### config.mk
export PLATFORM = sky130hd
export DESIGN_NAME = target_generator
export DESIGN_NICKNAME = d
export VERILOG_FILES = /design/src/rtl/target_generator.sv
export SDC_FILE = /design/constraint.sdc
export NUM_CORES = 1
export LEC_CHECK = 0
export BUFFER_PORTS_ARGS = -buffer_cell sky130_fd_sc_hd__buf_2
export CAP_MARGIN = 10
export CORE_ASPECT_RATIO = 2
export CORE_UTILIZATION = 43
export CTS_BUF_LIST = sky130_fd_sc_hd__clkbuf_16
export CTS_CLUSTER_DIAMETER = 120
export DETAILED_ROUTE_END_ITERATION = 8
export PLACE_DENSITY_LB_ADDON = 0.08
export SETUP_SLACK_MARGIN = 0.02
export SLEW_MARGIN = 20
export SYNTH_ARGS = -nofsm -noshare
export SYNTH_HDL_FRONTEND = slang
export SYNTH_SLANG_ARGS = --single-unit
### constraint.sdc
create_clock -name CLK -period 2.5 [get_ports CLK]
set_clock_uncertainty 0.2 [all_clocks]
set_input_delay 0.375 -clock CLK [delete_from_list [all_inputs] [get_ports CLK]]
set_output_delay 0.375 -clock CLK [all_outputs]
set_load 0.03 [all_outputs]
### src/rtl/target_generator.sv
// Target generator for the snake game: holds the food position, counts hits and
// relocates the target to a pseudo-random legal cell after each new hit.
`timescale 1ns/1ps
module target_generator #(
    parameter int MaxX     = 159,
    parameter int MaxY     = 119,
    parameter int InitX    = 40,
    parameter int InitY    = 30,
    parameter int WinScore = 10,
    parameter int MaxTries = 16
) (
    input  logic        CLK,
    input  logic        RESET,
    input  logic [1:0]  MSM_State,
    input  logic        REACHED_TARGET,
    output logic [14:0] TARGET_ADDR,
    output logic        TARGET_VALID,
    output logic [3:0]  SCORE,
    output logic        WIN
);

    localparam int            RW        = (MaxTries > 1) ? $clog2(MaxTries) : 1;
    localparam logic [RW-1:0] LAST_TRY  = RW'(MaxTries - 1);
    localparam logic [7:0]    MAX_X     = 8'(MaxX);
    localparam logic [6:0]    MAX_Y     = 7'(MaxY);
    localparam logic [14:0]   INIT_ADDR = {8'(InitX), 7'(InitY)};
    localparam logic [3:0]    WIN_SCORE = 4'(WinScore);

    typedef enum logic {
        READY = 1'b0,
        GEN   = 1'b1
    } state_t;

    state_t        state_r;
    logic [7:0]    lfsr_x_r;
    logic [6:0]    lfsr_y_r;
    logic [RW-1:0] retry_r;
    logic          reached_d_r;

    logic          hit_s;
    logic          cand_ok_s;
    logic [14:0]   cand_s;
    logic [14:0]   fallback_s;

    // x^8+x^6+x^5+x^4+1, shifting towards the MSB
    function automatic logic [7:0] lfsr_x_next(input logic [7:0] x);
        return {x[6:0], x[7] ^ x[5] ^ x[4] ^ x[3]};
    endfunction

    // x^7+x^6+1, shifting towards the MSB
    function automatic logic [6:0] lfsr_y_next(input logic [6:0] y);
        return {y[5:0], y[6] ^ y[5]};
    endfunction

    // Folded placement inside 128x64; nudges X by one to avoid repeating the target
    function automatic logic [14:0] fallback_addr(input logic [7:0] x, input logic [6:0] y,
                                                  input logic [14:0] cur);
        logic [7:0] fx;
        logic [6:0] fy;
        fx = {1'b0, x[6:0]};
        fy = {1'b0, y[5:0]};
        if ({fx, fy} == cur) begin
            fx = fx + 8'd1;
        end else begin
            fx = fx;
        end
        return {fx, fy};
    endfunction

    // Hit qualification and candidate evaluation
    always_comb begin
        hit_s      = REACHED_TARGET & ~reached_d_r & (MSM_State == 2'b01) & ~WIN & (state_r == READY);
        cand_s     = {lfsr_x_r, lfsr_y_r};
        cand_ok_s  = (lfsr_x_r <= MAX_X) && (lfsr_y_r <= MAX_Y) && (cand_s != TARGET_ADDR);
        fallback_s = fallback_addr(lfsr_x_r, lfsr_y_r, TARGET_ADDR);
    end

    // Control FSM, free-running LFSRs, score and target registers
    always_ff @(posedge CLK or negedge RESET) begin
        if (!RESET) begin
            state_r      <= READY;
            lfsr_x_r     <= 8'hB3;
            lfsr_y_r     <= 7'h5A;
            retry_r      <= '0;
            reached_d_r  <= 1'b0;
            TARGET_ADDR  <= INIT_ADDR;
            TARGET_VALID <= 1'b1;
            SCORE        <= 4'd0;
            WIN          <= 1'b0;
        end else begin
            lfsr_x_r    <= lfsr_x_next(lfsr_x_r);
            lfsr_y_r    <= lfsr_y_next(lfsr_y_r);
            reached_d_r <= REACHED_TARGET;
            case (state_r)
                READY: begin
                    if (hit_s) begin
                        SCORE        <= (SCORE < WIN_SCORE) ? SCORE + 4'd1 : SCORE;
                        WIN          <= ((SCORE + 4'd1) == WIN_SCORE);
                        TARGET_VALID <= 1'b0;
                        retry_r      <= '0;
                        state_r      <= GEN;
                    end else begin
                        state_r <= READY;
                    end
                end
                GEN: begin
                    if (cand_ok_s) begin
                        TARGET_ADDR  <= cand_s;
                        TARGET_VALID <= 1'b1;
                        state_r      <= READY;
                    end else if (retry_r == LAST_TRY) begin
                        TARGET_ADDR  <= fallback_s;
                        TARGET_VALID <= 1'b1;
                        state_r      <= READY;
                    end else begin
                        retry_r <= retry_r + RW'(1);
                        state_r <= GEN;
                    end
                end
                default: begin
                    TARGET_VALID <= 1'b1;
                    state_r      <= READY;
                end
            endcase
            // Idle clears the game result; a generation in flight still completes
            if (MSM_State == 2'b00) begin
                SCORE <= 4'd0;
                WIN   <= 1'b0;
            end else begin
                WIN <= WIN | ((state_r == READY) && hit_s && ((SCORE + 4'd1) == WIN_SCORE));
            end
        end
    end

endmodule
**Word level (Yosys, flattened, before mapping)**

Cells that the tools add are included.

- Register bits after elaboration: 42
- Output and inout port bits: 21
- Logic and storage cells: 69

- $add $sub $neg: 3
- Magnitude comparators: 3
- Eq/ne operators: 10
- Muxes and demuxes: 20
- Bitwise gates (word level): 12
- Reduce and logical (&&, ||, !) cells: 12

Operators by type and width:

| operator | count |
|---|---|
| 15-bit 2-to-1 mux | 2 |
| 4-bit 2-to-1 mux | 7 |
| 14-bit by 15-bit == test with 1-bit output | 1 |
| 15-bit inequality test | 1 |
| 4-bit by 1-bit adder with 4-bit output, second input constant | 2 |
| 7-bit by 1-bit adder with 8-bit output, second input constant | 1 |
| 4-bit == test, second input constant | 2 |
| 8-bit <= comparator, second input constant | 1 |
| 8-bit 2-to-1 mux | 1 |
| 4-bit case mux with 2 select lines | 1 |
| 7-bit <= comparator, second input constant | 1 |
| 1-bit 2-to-1 mux | 7 |
| 2-bit inequality test, second input constant | 3 |
| 3-bit AND reduction | 2 |
| 2-bit nonzero test | 3 |
| 1-bit AND | 4 |
| 1-bit logical AND | 4 |
| 4-bit < comparator, second input constant | 1 |
| 1-bit case mux with 2 select lines | 2 |
| 2-bit AND reduction | 2 |
| 1-bit bitwise XOR | 4 |
| 3-bit by 1-bit inequality test with 1-bit output, second input constant | 1 |
| 1-bit NOT | 3 |
| 2-bit by 1-bit == test with 1-bit output, second input constant | 1 |
| 3 further kinds | 3 |

**Longest topological paths before layout**

Gate-level depths: netlist (run 1).

- Word-level depth: 9
- Gate-level depth with buffers: 9

**Worst setup path after synthesis (run 1)**

No wires, ideal clock.

- Path kind: register to register
- Start point: reg TARGET_ADDR[4]
- End point: reg TARGET_ADDR[13]
- Setup time: 82 ps
- Data arrival time: 2081 ps
- Data required time: 2218 ps
- Path slack: 137 ps
- Cell stages (with the launch flop): 7
- Path buffers: 0
- Clock period less this slack: 2363 ps
- Cell sequence: dfstp_2 xor2_1 nor4_4 nand4_2 or3_4 or3_1 a31oi_1

- Word-level cells in the longest chain between the ends: 4
- Elaborated cells on any way between the ends: 8
- Classes of those cells: eq/ne: 2; mux: 3; reduce/logical: 3

Ends and longest elaborated chain:

| element | RTL line | text |
|---|---|---|
| start: declaration | 16 | `output logic [14:0] TARGET_ADDR,` |
| start signal: assignment | 108 | `TARGET_ADDR <= cand_s;` |
| start signal: assignment | 112 | `TARGET_ADDR <= fallback_s;` |
| 14-bit by 15-bit == test with 1-bit output or 15-bit inequality test (tied branches) | 62, 74 |  |
| 8-bit 2-to-1 mux or 1-bit logical AND (tied branches) | 62, 74 |  |
| 15-bit 2-to-1 mux or 2-bit nonzero test (tied branches) | n/a |  |
| 15-bit 2-to-1 mux or 2-bit AND reduction (tied branches) | n/a |  |

Several ways; a longest one is shown, not always the timed one. The select of a mux whose other input is x is not followed.
A chain may end at the register's enable or synchronous reset.

**Final worst setup path (run 1)**

- Start point: reg lfsr_x_r[0]
- End point: reg TARGET_ADDR[13]

- Word-level cells in the longest chain between the ends: 5
- Elaborated cells on any way between the ends: 11
- Classes of those cells: add/sub: 1; order compare: 1; eq/ne: 2; mux: 3; reduce/logical: 4

Ends and longest elaborated chain:

| element | RTL line | text |
|---|---|---|
| start: declaration | 35 | `logic [7:0] lfsr_x_r;` |
| start signal: assignment | 91 | `lfsr_x_r <= lfsr_x_next(lfsr_x_r);` |
| 8-bit <= comparator | 74 | `cand_ok_s = (lfsr_x_r <= MAX_X) && (lfsr_y_r <= MAX_Y) && (cand_s != TARGET_ADDR);` |
| 1-bit logical AND (2 in series) | 74 |  |
| 2-bit nonzero test (no line) | n/a |  |
| 2-bit AND reduction (no line) | n/a |  |

Several ways; a longest one is shown, not always the timed one. The select of a mux whose other input is x is not followed.

==> results of run 1 <==
final timing paths:
check / from / endpoint / slack (ps) / cells past startpoint
min in group asynchronous: RESET / TARGET_ADDR[9] / 460 / 2
worst min register to register: lfsr_y_r[3] / lfsr_y_r[4] / 200 / 0
worst max-delay path: lfsr_x_r[0] / TARGET_ADDR[13] / 170 / 6
worst min-delay path: REACHED_TARGET / reached_d_r / 10 / 1
max in group asynchronous: RESET / lfsr_x_r[7] / 960 / 3
worst max register to register: lfsr_x_r[0] / TARGET_ADDR[13] / 170 / 6
cells by family (layout without fill, tap and decap cells):
| logic type | after synthesis | count (layout) | synth area share [%] |
|---|---|---|---|
| adders and majority gates | 5 | 5 | 3.07 |
| buffers and inverters | 9 | 53 | 2.15 |
| AOI/OAI and AO/OA | 26 | 26 | 7.75 |
| and+or+nand+nor | 66 | 66 | 17.9 |
| xor gates and xnor gates | 26 | 26 | 11.2 |
| muxes | 10 | 10 | 5.29 |
| DFF | 42 | 42 | 52.6 |
cell usage after synthesis, drive strengths merged (2+ instances only):
master and n:
or3 2, xnor2 9, inv 4, dfrtp 26, a21oi 11, buf 3
nand3b 2, mux2 6, and2 2, nor4 3, clkbuf 2, mux2i 4
ha 5, nor4b 2, nand4 3, dfstp 16, xor2 17, o21ai 6
nor2 22, nor3 5, nand3 6, nand2 14
power groups by stage:
stage / registers (mW) / logic (mW) / clock network [mW]
after floorplan: 0.861 / 0.115 / 0
after global placement: 0.787 / 0.282 / 0
after detailed placement: 0.792 / 0.288 / 0
after CTS: 0.781 / 0.291 / 0.606
after global routing: 0.787 / 0.337 / 0.643
final: 0.781 / 0.307 / 0.597
cells in the final DEF, fill, tap and decap left out, types with 2 or more instances in the layout:
cell / instances
ha_1: 5
nor3_1: 4
nor2_1: 22
buf_4: 15
xor2_1: 16
dfstp_2: 16
inv_1: 7
nand3_1: 6
buf_2: 25
nand4_1: 2
mux2_1: 5
a21oi_1: 11
dfrtp_1: 26
xnor2_1: 9
nor4_2: 2
nor4b_1: 2
clkbuf_16: 5
mux2i_1: 4
o21ai_0: 6
and2_1: 2
nand3b_1: 2
nand2_1: 14
per-stage QoR:
| step | instance area (um^2) | utilization [%] | setup slack, ps | instances |
|---|---|---|---|---|
| finish | 2490 | 54.6 | 166 | 283 |
| global route | 2490 | 54.6 | 48.6 | 283 |
| CTS | 2430 | 53.4 | 50.1 | 279 |
| detailed placement | 2280 | 50.1 | 81.8 | 270 |
| global placement | 2280 | 50.1 | 144 | 270 |
| floorplan | 2040 | - | 137 | 184 |
worst max-delay path: stages, from the launching register on:
cell and delay, ps:
dfstp_2 560, xor2_2 110, nor4_4 350, nand4_4 170
or3_4 370, or3_1 310, a31oi_1 180
layer usage:
metal | up-vias | wire, um
met4 | 0 | 119
met5 | - | 0
met3 | 8 | 128
met2 | 26 | 2690
met1 | 749 | 1610
li1 | 722 | -
state kept, by name (all words and copies together) (netlist names):
register / cells
SCORE: 4
TARGET_ADDR: 15
TARGET_VALID: 1
WIN: 1
lfsr_x_r: 8
lfsr_y_r: 7
reached_d_r: 1
retry_r: 4
state_r: 1
area by class of cell:
cell class	count	area, um^2	area share (%)
multi-input cells	133	947	38.1
clock buffers	5	125	5.03
repair buffers	41	248	9.96
clock inverters	3	11.3	0.453
flip-flops and latches	42	1070	43.1
inverters	4	15.0	0.604
well taps	55	68.8	2.77
timing repair:
item                                    CTS  global route
hold buffers                              1             0
resized for setup                         0             4
endpoints found under the setup margin    0             3
endpoints found under the hold margin    17             0
buffers inserted                          0             4
==> metrics.txt, run 1 <==
DR vias 1505; nets 237; Worst-Margin Slew roughly 660 ps; Antenna Cells 0; number of antenna violations at the first check in global routing 0; status finished, final reports clean; GPL Wtd Cong 0.870; CP arrival 2330 ps; # Max-Cap Violations 0; post-layout power approximately 1.7 mW; Hold Violations, Final 0; hold slack 13.0 ps; 1st-iter DRT viols 20; Reg clk slew, reported paths 60 ps; die width 50.7 um; sequential area share after synthesis 52.6%; effective utilization at floorplan between 40% and 50%; Clock Sinks 42; Slew Limit Fails 0; Synth warnings 0; Logic pwr share a little under a fifth; CTS tree yes; grt peak-use layer met2; clock root buffer clkbuf_16; CTS Buffer Depth 2; PortBufs 25; crit path time final 2330 ps; largest cells by area after synthesis dfrtp_1, dfstp_2, xor2_1, nor2_1, xnor2_1; top cell type's share of synthesized area 32.0%; Die Ht 99.3 um; Crit Path Max Fanout 4; Pint 1.20 mW; LEAKAGE 1.22 nW; met3 Use GR 3.98%; HPWL after detailed placement 3420 um; vias in the first global route 1627; Core ar. 4550 um^2; Worst Path Required 2490 ps; GR Util met2 40.2%; io pins 26; Mean Syn Cell Area 11.1 um^2; WL final 4550 um; Worst Hold Class in -> reg; vias per cell 5.32; GRT Util Overall 20.6%; P&R area growth vs syn 22.1%; syn nets 194; Yosys cell types 41; Worst Setup End Kind flop; Async SR Flop Fraction 100%; largest net degree at the start of global routing 29; met1 usage 19.5%; First-pass DRT Iterations 3; cts bufs inserted 5; cell row count 35; TNS Setup 0 ps; NetSw 0.484 mW; final setup vio count 0; Synth Cell Area 2040 um^2; Rel. slew slack between 50% and 60%; H-tree Lvls 2; part of the power in registers 46.4%; Final ANT Viol Nets 0; clk_lat worst skew 280 ps; DIE AREA 5030 um^2; fraction of layout instances using a drive strength above 1 between 30% and 40%; VDD IR max about 0.41 mV; fin crit share 93.3%; Filler cells 429; first-pass GRT wire length 7550 um; RSZ-0062 raised after global routing no; CP Launch Type flop; gr ovfl total 0; post-synth top area cell dfrtp_1; Main synth FF type dfrtp_1; register bit total from synthesis 42; Routed WL per cell roughly 16 um; Residual DRC 0; Cells after Synth about 180; Clock power frac 35.4%; Sw Share 28.7%; Post-synth EDFFs 0; Max Freq between 400 and 500 MHz; Power Dens Cells slightly below 700 nW/um^2; WS Path Type reg -> reg
(Power assumes the default switching activity.)
==> inputs of run 2 (changes only) <==
- CORE_MARGIN: unset -> 2
==> metrics.txt, run 2 (synthesized netlist as in run 1, its figures left out) <==
status finished, final reports clean; Final ANT Viol Nets 0 (unchanged); Reg clk slew, reported paths 60 ps (about the same); RSZ-0062 raised after global routing no; Worst-Margin Slew 923 ps (+265 ps); PortBufs 25 (unchanged); Worst Setup End Kind flop; cts bufs inserted 5 (unchanged); WL final 4330 um (-4.8%); First-pass DRT Iterations 4 (+1); H-tree Lvls 2 (unchanged); final non-filler cell total 277 (-2.1%); # Max-Cap Violations 0 (unchanged); fraction of layout instances using a drive strength above 1 29.3% (-1.4 points); io pins 26 (unchanged); CP arrival 2360 ps (+30 ps); fin crit share 94.3% (+0.99 points); largest net degree at the start of global routing 43 (+48%); pre-CTS WS 58.0 ps (-23.8 ps); Slew Limit Fails 0 (unchanged); nets 231 (-2.5%); Routed WL per cell 15.6 um (-2.7%); Core ar. 4600 um^2 (+0.96%); Residual DRC 0 (unchanged); 1st-iter DRT viols 28 (+40%); clock root buffer clkbuf_16; Antenna Cells 0 (unchanged); DIE AREA 5330 um^2 (+6.0%); DP Cell Count 268 (-0.74%); Rel. slew slack 38.5% (-18 points); Top reg by flops TARGET_ADDR; vias in the first global route 1517 (-6.8%); final setup vio count 0 (unchanged); commonest non-fill, non-tap cell in the layout dfrtp_1; GRT Util Overall 18.6% (-2.0 points); DR vias 1488 (-1.1%); Post-DP Area 2270 um^2 (-0.66%); Clock Sinks 42 (unchanged); LEAKAGE 1.18 nW (-4.1%); TNS Setup 0 ps (unchanged); Largest regs TARGET_ADDR x15, lfsr_x_r x8, lfsr_y_r x7; Final WS setup 142 ps (-24.7 ps); # hold bufs at CTS 0 (-1); die width 52.7 um (+3.9%); Power Dens Cells 683 nW/um^2 (+0.68%); gr ovfl total 0 (unchanged); cell row count 35 (unchanged); CP Launch Type flop; vias per cell 5.37 (+1.0%); P&R area growth vs syn 19.1%; final instance area 2420 um^2 (-2.5%); effective utilization at floorplan 44.3% (-0.43 points); number of antenna violations at the first check in global routing 0 (unchanged); HPWL after detailed placement 3300 um (-3.3%); most frequent cells in the layout dfrtp_1, buf_2, nor2_1, xor2_1, dfstp_2; Max Freq 424 MHz (-1.0%); CTS tree yes; Hold Violations, Final 0 (unchanged); Largest register FFs 15 (unchanged); Worst Path Required 2500 ps (about the same); Crit Path Max Fanout 6 (+2); Die Ht 101 um (+2.0%); crit path time final 2360 ps (+24.7 ps); VDD IR max 0.518 mV (+25%); Worst Hold Class in -> reg; CTS Buffer Depth 2 (unchanged); first-pass GRT wire length 7300 um (-3.3%); WS Path Type reg -> reg; GPL Wtd Cong 0.858 (-1.4%); clk_lat worst skew 280 ps (about the same)
## run 2: critical path, stage by stage (launching register included)
cell and delay, ps:
dfrtp_1 470, xor2_1 210, nor4_2 320, nand4_2 170, or3_4 420, or3_1 310
a31oi_1 170
## run 2: path summary, 6_finish.rpt
kind	startpoint	slack, ps	to	depth (start not counted)
min	REACHED_TARGET	20	reached_d_r	1
min reg2reg	lfsr_y_r[3]	190	lfsr_y_r[4]	0
max reg2reg	lfsr_x_r[2]	140	TARGET_ADDR[13]	6
min in group asynchronous	RESET	30	TARGET_ADDR[0]	1
max	lfsr_x_r[2]	140	TARGET_ADDR[13]	6
max in group asynchronous	RESET	1490	lfsr_x_r[6]	1
## run 2: area by class of cell
class,instances,area (um^2)
inverter,4,15.0
clock buffer,5,125
multi-input combinational,133,932
tap,55,68.8
sequential,42,1070
fill,436,2170
clock inverter,3,11.3
timing repair buffer,35,200
## run 2: timing repair
item,in CTS,in global routing
buffers inserted,0,1
setup endpoints to repair,0,13
gates resized for setup,0,3
## run 2: stage by stage
| step | hold slack (ps) | util [%] | power [mW] |
|---|---|---|---|
| detailed placement | 191 | 49.3 | 1.07 |
| global placement | 186 | 49.3 | 1.06 |
| finish | 15.1 | 52.7 | 1.65 |
| floorplan | -121 | - | 0.976 |
| global route | 15.3 | 52.7 | 1.74 |
| CTS | 14.3 | 52.3 | 1.67 |
## run 2: power breakdown
part           switching [mW]  internal, mW  total (mW)
Combinational           0.185        0.0953       0.280
Clock                   0.237         0.359       0.596
Sequential             0.0440         0.734       0.778
Total                   0.466          1.19        1.65
## run 2: metal layers
metal,share of wire (%),vias up,wire [um],GRT usage [%]
li1,-,712,-,-
met3,2.7,10,118,3.10
met5,0,-,0,0
met2,59,31,2560,35.3
met1,36,735,1540,19.2
met4,2.5,0,109,7.50
